## src/rtl/fifo_wr_rd_ctrl.sv

```systemverilog
// Write/read pass sequencer for the ip_fifo IP: fills the FIFO with an incrementing pattern, then drains it.
// Define FIFO_CHECK_EN to check each read word against the pattern and count mismatches in err_cnt.
module fifo_wr_rd_ctrl #(
    parameter int unsigned DATA_W     = 8,
    parameter int unsigned SETTLE_CYC = 10,
    parameter int unsigned CNT_W      = 16
) (
    input  logic              sys_clk,
    input  logic              sys_rst,
    input  logic              start,
    input  logic              fifo_full,
    input  logic              fifo_almost_full,
    input  logic              fifo_empty,
    input  logic              fifo_almost_empty,
    input  logic [DATA_W-1:0] fifo_dout,
    output logic              fifo_wr_en,
    output logic [DATA_W-1:0] fifo_din,
    output logic              fifo_rd_en,
    output logic              busy,
    output logic              done,
    output logic [CNT_W-1:0]  pass_cnt,
    output logic [CNT_W-1:0]  err_cnt
);

    localparam int unsigned        SET_W    = 10;
    localparam logic [SET_W-1:0]   SET_LAST = SET_W'(SETTLE_CYC - 1);

    typedef enum logic [2:0] {
        IDLE,
        WR_SETTLE,
        WRITE,
        RD_SETTLE,
        READ,
        DONE
    } state_t;

    state_t             state;
    logic [SET_W-1:0]   set_cnt;
    logic [DATA_W-1:0]  wr_dat;

    // Enables follow the FIFO flags in the same cycle so a full/empty FIFO is never over/under-run.
    assign fifo_wr_en = (state == WRITE) && !fifo_full;
    assign fifo_rd_en = (state == READ) && !fifo_empty;
    assign fifo_din   = wr_dat;

    always_ff @(posedge sys_clk) begin
        if (sys_rst) begin
            state    <= IDLE;
            set_cnt  <= '0;
            wr_dat   <= '0;
            busy     <= 1'b0;
            done     <= 1'b0;
            pass_cnt <= '0;
        end else begin
            done <= 1'b0;
            case (state)
                IDLE: begin
                    if (start) begin
                        state   <= WR_SETTLE;
                        set_cnt <= '0;
                        busy    <= 1'b1;
                    end
                end
                WR_SETTLE: begin
                    if (set_cnt == SET_LAST) begin
                        state   <= WRITE;
                        set_cnt <= '0;
                    end else begin
                        set_cnt <= set_cnt + SET_W'(1);
                    end
                end
                WRITE: begin
                    if (fifo_full) begin
                        state <= RD_SETTLE;
                    end else begin
                        wr_dat <= wr_dat + DATA_W'(1);
                        if (fifo_almost_full) begin
                            state <= RD_SETTLE;
                        end
                    end
                end
                RD_SETTLE: begin
                    if (set_cnt == SET_LAST) begin
                        state   <= READ;
                        set_cnt <= '0;
                    end else begin
                        set_cnt <= set_cnt + SET_W'(1);
                    end
                end
                READ: begin
                    // Almost-empty with a read accepted drains the last word; empty means nothing left.
                    if (fifo_empty || fifo_almost_empty) begin
                        state <= DONE;
                        done  <= 1'b1;
                    end
                end
                DONE: begin
                    state <= IDLE;
                    busy  <= 1'b0;
                    if (pass_cnt != '1) begin
                        pass_cnt <= pass_cnt + CNT_W'(1);
                    end
                end
                default: begin
                    state <= IDLE;
                    busy  <= 1'b0;
                end
            endcase
        end
    end

`ifdef FIFO_CHECK_EN
    logic              rd_vld_d;
    logic [DATA_W-1:0] rd_exp;

    // Read data lands one cycle after the enable; the last compare resolves during DONE.
    always_ff @(posedge sys_clk) begin
        if (sys_rst) begin
            rd_vld_d <= 1'b0;
            rd_exp   <= '0;
            err_cnt  <= '0;
        end else begin
            rd_vld_d <= fifo_rd_en;
            if (rd_vld_d) begin
                rd_exp <= rd_exp + DATA_W'(1);
                if ((fifo_dout != rd_exp) && (err_cnt != '1)) begin
                    err_cnt <= err_cnt + CNT_W'(1);
                end
            end
        end
    end
`else
    logic unused_dout;

    assign unused_dout = ^fifo_dout;
    assign err_cnt     = '0;
`endif

endmodule
```

## config.mk

```make
export PLATFORM = sky130hd
export DESIGN_NAME = fifo_wr_rd_ctrl
export DESIGN_NICKNAME = d
export VERILOG_FILES = /design/src/rtl/fifo_wr_rd_ctrl.sv
export SDC_FILE = /design/constraint.sdc
export NUM_CORES = 1
export LEC_CHECK = 0
export CAP_MARGIN = 40
export CORE_ASPECT_RATIO = 1.1
export CORE_MARGIN = 2
export CORE_UTILIZATION = 47
export DETAILED_ROUTE_END_ITERATION = 7
export PLACE_DENSITY = 0.78
export SETUP_SLACK_MARGIN = 0.5
export SLEW_MARGIN = 25
export SYNTH_ARGS = -nofsm -noshare
export SYNTH_HDL_FRONTEND = slang
export SYNTH_SLANG_ARGS = --single-unit
```

## constraint.sdc

```tcl
create_clock -name sys_clk -period 2.4 [get_ports sys_clk]
set_input_delay 0.36 -clock sys_clk [delete_from_list [all_inputs] [get_ports sys_clk]]
set_output_delay 0.36 -clock sys_clk [all_outputs]
set_load 0.005 [all_outputs]
```

* After elaboration in Yosys (flattened, before gate mapping)
Index checks and enable logic that the tools add are counted.
W data, S select, Z words.
** Storage, ports and cells
- Output and inout bits :: 44
- Bits of input ports :: 15
- Register bits after elaboration :: 39
** Operators by class
- Reductions and logical operators :: 15
- Bitwise gates (word level) :: 3
- $add $sub $neg :: 3
- Muxes and demuxes :: 13
- Eq/ne operators :: 12
** Operators by type and width (number)
- $mux W10 :: 2
- $pmux W10 S2 :: 1
- $mux W3 :: 6
- $add A16 B1 Y16 const B :: 1
- $ne A16 B16 Y1 const B :: 1
- $pmux W3 S5 :: 1
- $add A10 B1 Y10 const B :: 1
- $eq A10 B4 Y1 const B :: 1
- $add A8 B1 Y8 const B :: 1
- $reduce_and A2 Y1 :: 4
- $eq A3 B2 Y1 const B :: 2
- $eq A3 B3 Y1 const B :: 2
- $ne A2 B2 Y1 const B :: 3
- $reduce_and A5 Y1 :: 1
- $reduce_or A2 Y1 :: 2
- $reduce_or A4 Y1 :: 1
- $eq A3 B1 Y1 const B :: 1
- $logic_not A3 Y1 :: 1
- $ne A3 B3 Y1 const B :: 1
- $not A1 Y1 :: 3
- $logic_and A1 B1 Y1 :: 2
- $logic_not A1 Y1 :: 2
- $mux W1 :: 2
- $ne A2 B1 Y1 const B :: 1
- other kinds (3) :: 3

* Depth between registers and ports, before layout
Gate-level depths: netlist (run 1).
- Depth after elaboration :: 4
- Gate-level depth with buffers :: 6

* Worst setup path after synthesis (run 1)
Ideal clock, no wire load.
- Kind :: reg2reg
- Start :: register pass_cnt[0]
- End :: register pass_cnt[14]
- Arrival :: 1663 ps
- Setup slack :: 666 ps
- Cell stages (with the launch flop) :: 7
- Cell sequence :: dfxtp_1 ha_1 nand3_1 or2_0 clkbuf_2 or4_1 a21oi_1
** On the way
- Cells in the longest elaborated chain, start to end :: 2
- Elaborated cells on any way between the ends :: 3
- Classes of those cells :: add/sub: 1; eq/ne: 1; reduce/logical: 1
** Ends and longest elaborated chain
- from (decl) :: line 21 : output logic [CNT_W-1:0] pass_cnt,
- from (signal assigned) :: line 101 : pass_cnt <= pass_cnt + CNT_W'(1);
- branches (longest 2 deep; another with $add A16 B1 Y16)
Several ways; the timed one is not identified.
A chain may end at the register's enable or synchronous reset.

* Final worst setup path (run 1)
- Start :: register state[0]
- End :: output port fifo_rd_en
** On the way
- Cells in the longest elaborated chain, start to end :: 2
** Ends and longest elaborated chain
- from (decl) :: line 37 : state_t state;
- from (signal assigned) :: line 48 : state <= IDLE;
- from (signal assigned) :: line 59 : state <= WR_SETTLE;
- from (signal assigned) :: line 66 : state <= WRITE;
- $eq A3 B3 Y1 :: line 43 : assign fifo_rd_en = (state == READ) && !fifo_empty;
- $logic_and A1 B1 Y1 :: line 43
- to (decl) :: line 18 : output logic fifo_rd_en,
No other way between the ends.

==> results of run 1 <==
[power by group]
group / total (W) / switching (W) / internal (W)
sequential: 0.000663 / 0.0000109 / 0.000652
combinational: 0.0000835 / 0.0000490 / 0.0000345
clock: 0.000435 / 0.000231 / 0.000204
[cells in the final DEF, fill, tap and decap left out, drive strengths merged, types with 7 or more instances in the layout]
| master | Yosys | final |
|---|---|---|
| nand3 | 12 | 12 |
| clkdlybuf4s50 | 0 | 33 |
| dfxtp | 39 | 39 |
| nor2b | 8 | 8 |
| nand2 | 16 | 16 |
| nand4 | 12 | 12 |
| o21ai | 7 | 7 |
| conb | 1 | 16 |
| a31oi | 7 | 7 |
| clkbuf | 8 | 7 |
| a21oi | 18 | 18 |
| nor2 | 28 | 28 |
[through the flow]
| stage | hold slack, ns | util, % | cells |
|---|---|---|---|
| global placement | 0.463 | 55.1 | 340 |
| global route | 0.546 | 57.7 | 349 |
| floorplan | 0.446 | - | 273 |
| finish | 0.488 | 57.7 | 349 |
| detailed placement | 0.480 | 55.1 | 340 |
| CTS | 0.498 | 57.0 | 348 |
[sequential cells by signal (all words and copies together), names as in the netlist]
register,count
done,1
set_cnt,10
pass_cnt,16
fifo_din,8
busy,1
state,3
[Yosys cell counts, types with 2 or more instances]
| cell type | count |
|---|---|
| a211oi_1 | 2 |
| a21oi_1 | 18 |
| a2bb2oi_1 | 2 |
| a311oi_1 | 3 |
| a31oi_1 | 7 |
| a41oi_1 | 2 |
| and3_1 | 6 |
| and4_1 | 2 |
| buf_4 | 17 |
| clkbuf_1 | 7 |
| dfxtp_1 | 39 |
| ha_1 | 4 |
| inv_1 | 5 |
| mux2_2 | 5 |
| mux2i_1 | 2 |
| nand2_1 | 16 |
| nand2b_1 | 2 |
| nand3_1 | 12 |
| nand3b_1 | 2 |
| nand4_1 | 10 |
| nand4_2 | 2 |
| nor2_1 | 28 |
| nor2b_1 | 8 |
| nor3_1 | 4 |
| nor3b_1 | 2 |
| nor4b_1 | 2 |
| o21ai_0 | 7 |
| o31ai_1 | 6 |
| or3_1 | 6 |
| or4_1 | 5 |
| xnor2_1 | 2 |
| xor2_1 | 6 |
[final cells by class]
cell class                      instances  area [um^2]  share of cell area, %
Clock buffer                            7         76.3                   2.88
Clock inverter                          1         5.00                  0.189
Inverter                                5         18.8                  0.709
Multi-Input combinational cell        203         1320                   49.9
Sequential cell                        39          786                   29.7
Tap cell                               56         70.1                   2.65
Timing Repair Buffer                   38          369                   13.9
[layer usage]
layer	vias up	routed length [um]
met3	6	231
met4	0	69
met5	-	0
li1	988	-
met1	929	2210
met2	56	2190
[cell families after synthesis]
family,after synthesis,share of synthesized area (%)
compound gates,53,16.2
flops,39,35.4
simple gates,115,30.8
buf+inv,31,8.56
other cells,1,0.170
fa+ha+maj,4,2.27
mux,7,3.46
xor+xnor,8,3.17
[critical path, stage by stage, from the launching register on]
cell,delay [ns]
dfxtp_2,0.42
nor2_2,0.16
nand2_1,0.10
nor2_1,0.11
clkdlybuf4s50_1,0.51
[final timing paths]
check / start / depth (start not counted) / endpoint
min: busy$_SDFFE_PP0P_ / 2 / busy$_SDFFE_PP0P_
min reg2reg: busy$_SDFFE_PP0P_ / 2 / busy$_SDFFE_PP0P_
max: state[0]$_SDFFE_PP0P_ / 4 / fifo_rd_en
max reg2reg: set_cnt[1]$_SDFFE_PP0P_ / 6 / set_cnt[8]$_SDFFE_PP0P_
[repair_timing]
item / CTS / global route
endpoints found under the setup margin: 5 / 18
pin swaps: 0 / 1
resized for setup: 6 / 6
setup buffers: 0 / 1
==> metrics, run 1 <==
fin nets just over 300; pwr dens ~450 nW/um^2; GR Util met1 a little under a quarter; CTS tree done; met3 usage under 10%; Setup TNS 0 ns; crit path max fanout 12; RD Place Congestion approximately 0.87; top post-synthesis cells by area dfxtp_1 35%, buf_4 5.8%, nor2_1 4.8%; post-synthesis sequential area ratio between 30% and 40%; Fillers ~420; Ports between 50 and 60; Final Total Pwr about 0.0012 W; DIE WIDTH just under 70 um; Root Driver clkbuf_8; Max VDD drop just over 0.3 mV; DR DRC count 0; hold buffers post-CTS 0; PnR worst setup slack roughly 0.45 ns; Total Routing Usage GR between 15 and 20%; clock sink total 39; number of global-route vias before repair approximately 1700; Core Region roughly 4600 um^2; Most used DFF post-synth dfxtp_1; final setup fails 0; Die Area 5260 um^2; die height ~76 um; GRT Max-Usage Layer met2; Synth-to-Final Area Change 19.9%; Via density around 5.7; Synth Area per Inst roughly 8.6 um^2; Max clock buf depth 2; fin crit share between 80% and 90%; Final Slew Violations 0; CTS buffer count 5; clk_lat worst skew approximately 0.29 ns; pre-CTS setup slack roughly 0.4 ns; Max H-tree Level 2; MaxCap Viol Count 0; Max-slew headroom approximately 60%; measured slew at the worst slew-check pin 0.572 ns; synthesized instance count ~260; RSZ-0062 raised after global routing true; Yosys top cell by area dfxtp_1; Routed WL between 4000 and 5000 um; diode count 0; proportion of layout cells with a drive suffix above 1 between 10% and 20%; Syn. warnings 0; met2 usage between 30% and 40%; static leakage 0.949 nW; Worst-path clk slew around 0.08 ns; Initial Utilization 48.1%; crit path DAT roughly 1.6 ns; DRT iter0 DRCs around 160; pin count of the biggest net entering global routing 24; status completed; Antenna Violating Nets Remaining 0; post-DP HPWL 3300 um; first-pass GRT wire length between 7000 and 8000 um; dpl cell area approximately 2500 um^2; Critical Path End Type primary output; Final Hold Fails 0; Worst Skew around 0.0038 ns; Pre-antenna DRT Iters 4; critical path data required time a little over 2 ns; R2R setup slack about 0.59 ns; post-detailed-route wirelength per cell around 13 um; post-synth top area share a little over a third; initial antenna violation count 0; Crit Path Class flop to primary output; Hold WC Path Type flop to flop; via count around 2000; fmax roughly 0.51 GHz; port bufs 34; Final Cell Area ~2600 um^2; startpoint types flop; ys async rst share 0%; number of synthesized register bits 39; GRT overflow 0; min Tclk post-route 1.95 ns; Rows 26; post-synth design cell area between 2000 and 2500 um^2; Yosys cell types slightly below 50; number of synthesized flops with an enable pin 0
Power figures use the tool's default switching activity.
==> inputs of run 2 (changes only) <==
CORE_UTILIZATION = 44   (was 47)
PLACE_DENSITY = 0.77   (was 0.78)
clock period = 1.7 ns   (was 2.4 ns; I/O delays follow)
==> metrics, run 2 (synthesized netlist as in run 1, its figures left out) <==
status completed; Crit Path Class flop to flop; static leakage between 1.5 and 2 nW; Ports 59; Max VDD drop 0.507 mV; Total Routing Usage GR a little under a quarter; Final Total Pwr 0.00185 W; die height ~78 um; Initial Utilization about 45%; CP cell instances buf_8, and3b_2, buf_4, nand3_1, a21oi_2, mux2_2; fin nets 378; RD Place Congestion about 0.85; Rows 27; fmax 0.616 GHz; min Tclk post-route around 1.6 ns; fin crit share a little over nine tenths; Hold Slack roughly 0.50 ns; Worst-path clk slew around 0.070 ns; area of the multi-input gates ~1600 um^2; Max H-tree Level 2; Setup TNS 0 ns; Max clock buf depth 2; Die Area between 5000 and 6000 um^2; fin util a little under three quarters; Synth-to-Final Area Change 59.1%; initial antenna violation count 0; Root Driver clkbuf_8; CTS buffer count 5; clk_lat worst skew about 0.29 ns; crit path DAT 1.80 ns; crit-path leading delay family simple AND/OR/NAND/NOR gates; proportion of layout cells with a drive suffix above 1 between 40 and 50%; Final Hold Fails 0; Worst Skew 0.00844 ns; Hold WC Path Type flop to flop; post-detailed-route wirelength per cell between 15 and 20 um; DRT iter0 DRCs roughly 180; commonest non-fill, non-tap cell in the layout buf_4; slowest stage cell, crit path dfxtp_4; pin count of the biggest net entering global routing 46; Via density around 5.7; Critical Path End Type flop; DR DRC count 0; Antenna Violating Nets Remaining 0; worst path buffer plus inverter count 2; Seq. cell area ~860 um^2; RSZ-0062 raised after global routing true; port bufs 34; GRT overflow 0; number of global-route vias before repair between 2000 and 2500; worst stage delay on the critical path 0.35 ns; most frequent cells in the layout 52 x buf_4, 23 x nor2_1, 19 x buf_6; clock sink total 39; Core Region 4930 um^2; final setup fails 0; critical path data required time roughly 1.9 ns; post-DP HPWL 3530 um; Top reg by flops pass_cnt; via count 2396; diode count 0; first-pass GRT wire length between 10000 and 15000 um; MaxCap Viol Count 0; Largest register FFs 16; Routed WL 7320 um; CTS tree done; pwr dens 527 nW/um^2; startpoint types flop; Fillers 327; Pre-antenna DRT Iters 5; Final Slew Violations 0; DIE WIDTH around 70 um; crit path max fanout 5
run 2: changes by cell type in the layout (fill, tap and decap cells not counted), moves of 12 or more:
cell,before,now
clkdlybuf4s50_1,33,6
dfxtp_1,35,8
dlygate4sd2_1,1,17
dfxtp_2,4,16
dfxtp_4,0,15
buf_4,4,52
buf_6,0,19
run 2: per-layer routing:
layer	share of wire [%]	vias up	track usage [%]
li1	-	1116	-
met3	6.6	28	5.52
met5	0	-	0
met2	50	117	41.1
met1	40	1135	27.1
met4	2.9	0	7.55
run 2: final timing paths:
kind | start | end | slack (ns) | cells after the start
min | fifo_din[7]$_SDFFE_PP0P_ | fifo_din[7]$_SDFFE_PP0P_ | 0.50 | 2
max | state[0]$_SDFFE_PP0P_ | pass_cnt[5]$_SDFFE_PP0P_ | 0.08 | 6
min reg2reg | fifo_din[7]$_SDFFE_PP0P_ | fifo_din[7]$_SDFFE_PP0P_ | 0.50 | 2
max reg2reg | state[0]$_SDFFE_PP0P_ | pass_cnt[5]$_SDFFE_PP0P_ | 0.08 | 6
run 2: repair_timing:
item,4_1_cts,5_1_grt
resized for setup,138,24
setup endpoints to repair,65,44
pin swaps,33,21
hold buffers,0,0
hold endpoints to repair,0,0
buffers inserted,41,10
run 2: power by group:
part / switching [W] / total (W) / internal, W
Clock: 0.000328 / 0.000699 / 0.000371
Sequential: 0.00000713 / 0.000907 / 0.000900
Combinational: 0.000118 / 0.000243 / 0.000125
Total: 0.000453 / 0.00185 / 0.00140
run 2: per-stage QoR:
step	setup slack (ns)	std cells	instance area, um^2
2_1_floorplan	0.132	273	2380
3_3_place_gp	-0.0241	359	2780
3_5_place_dp	-0.0310	359	2780
4_1_cts	0.124	408	3360
5_1_grt	0.0260	418	3510
6_report	0.0757	418	3510
run 2: final cells by class:
class                           instances  area share [%]
Clock buffer                            8            2.85
Inverter                                5           0.535
Multi-Input combinational cell        203            44.5
Sequential cell                        39            24.4
Tap cell                               58            2.07
Timing Repair Buffer                  105            25.6
run 2: worst min-delay path: cells and delay by family, from the launching register on:
family	cells	cell delay, ns
XOR/XNOR	1	0.06
flip-flops	1	0.33
AND/OR/NAND/NOR	1	0.07
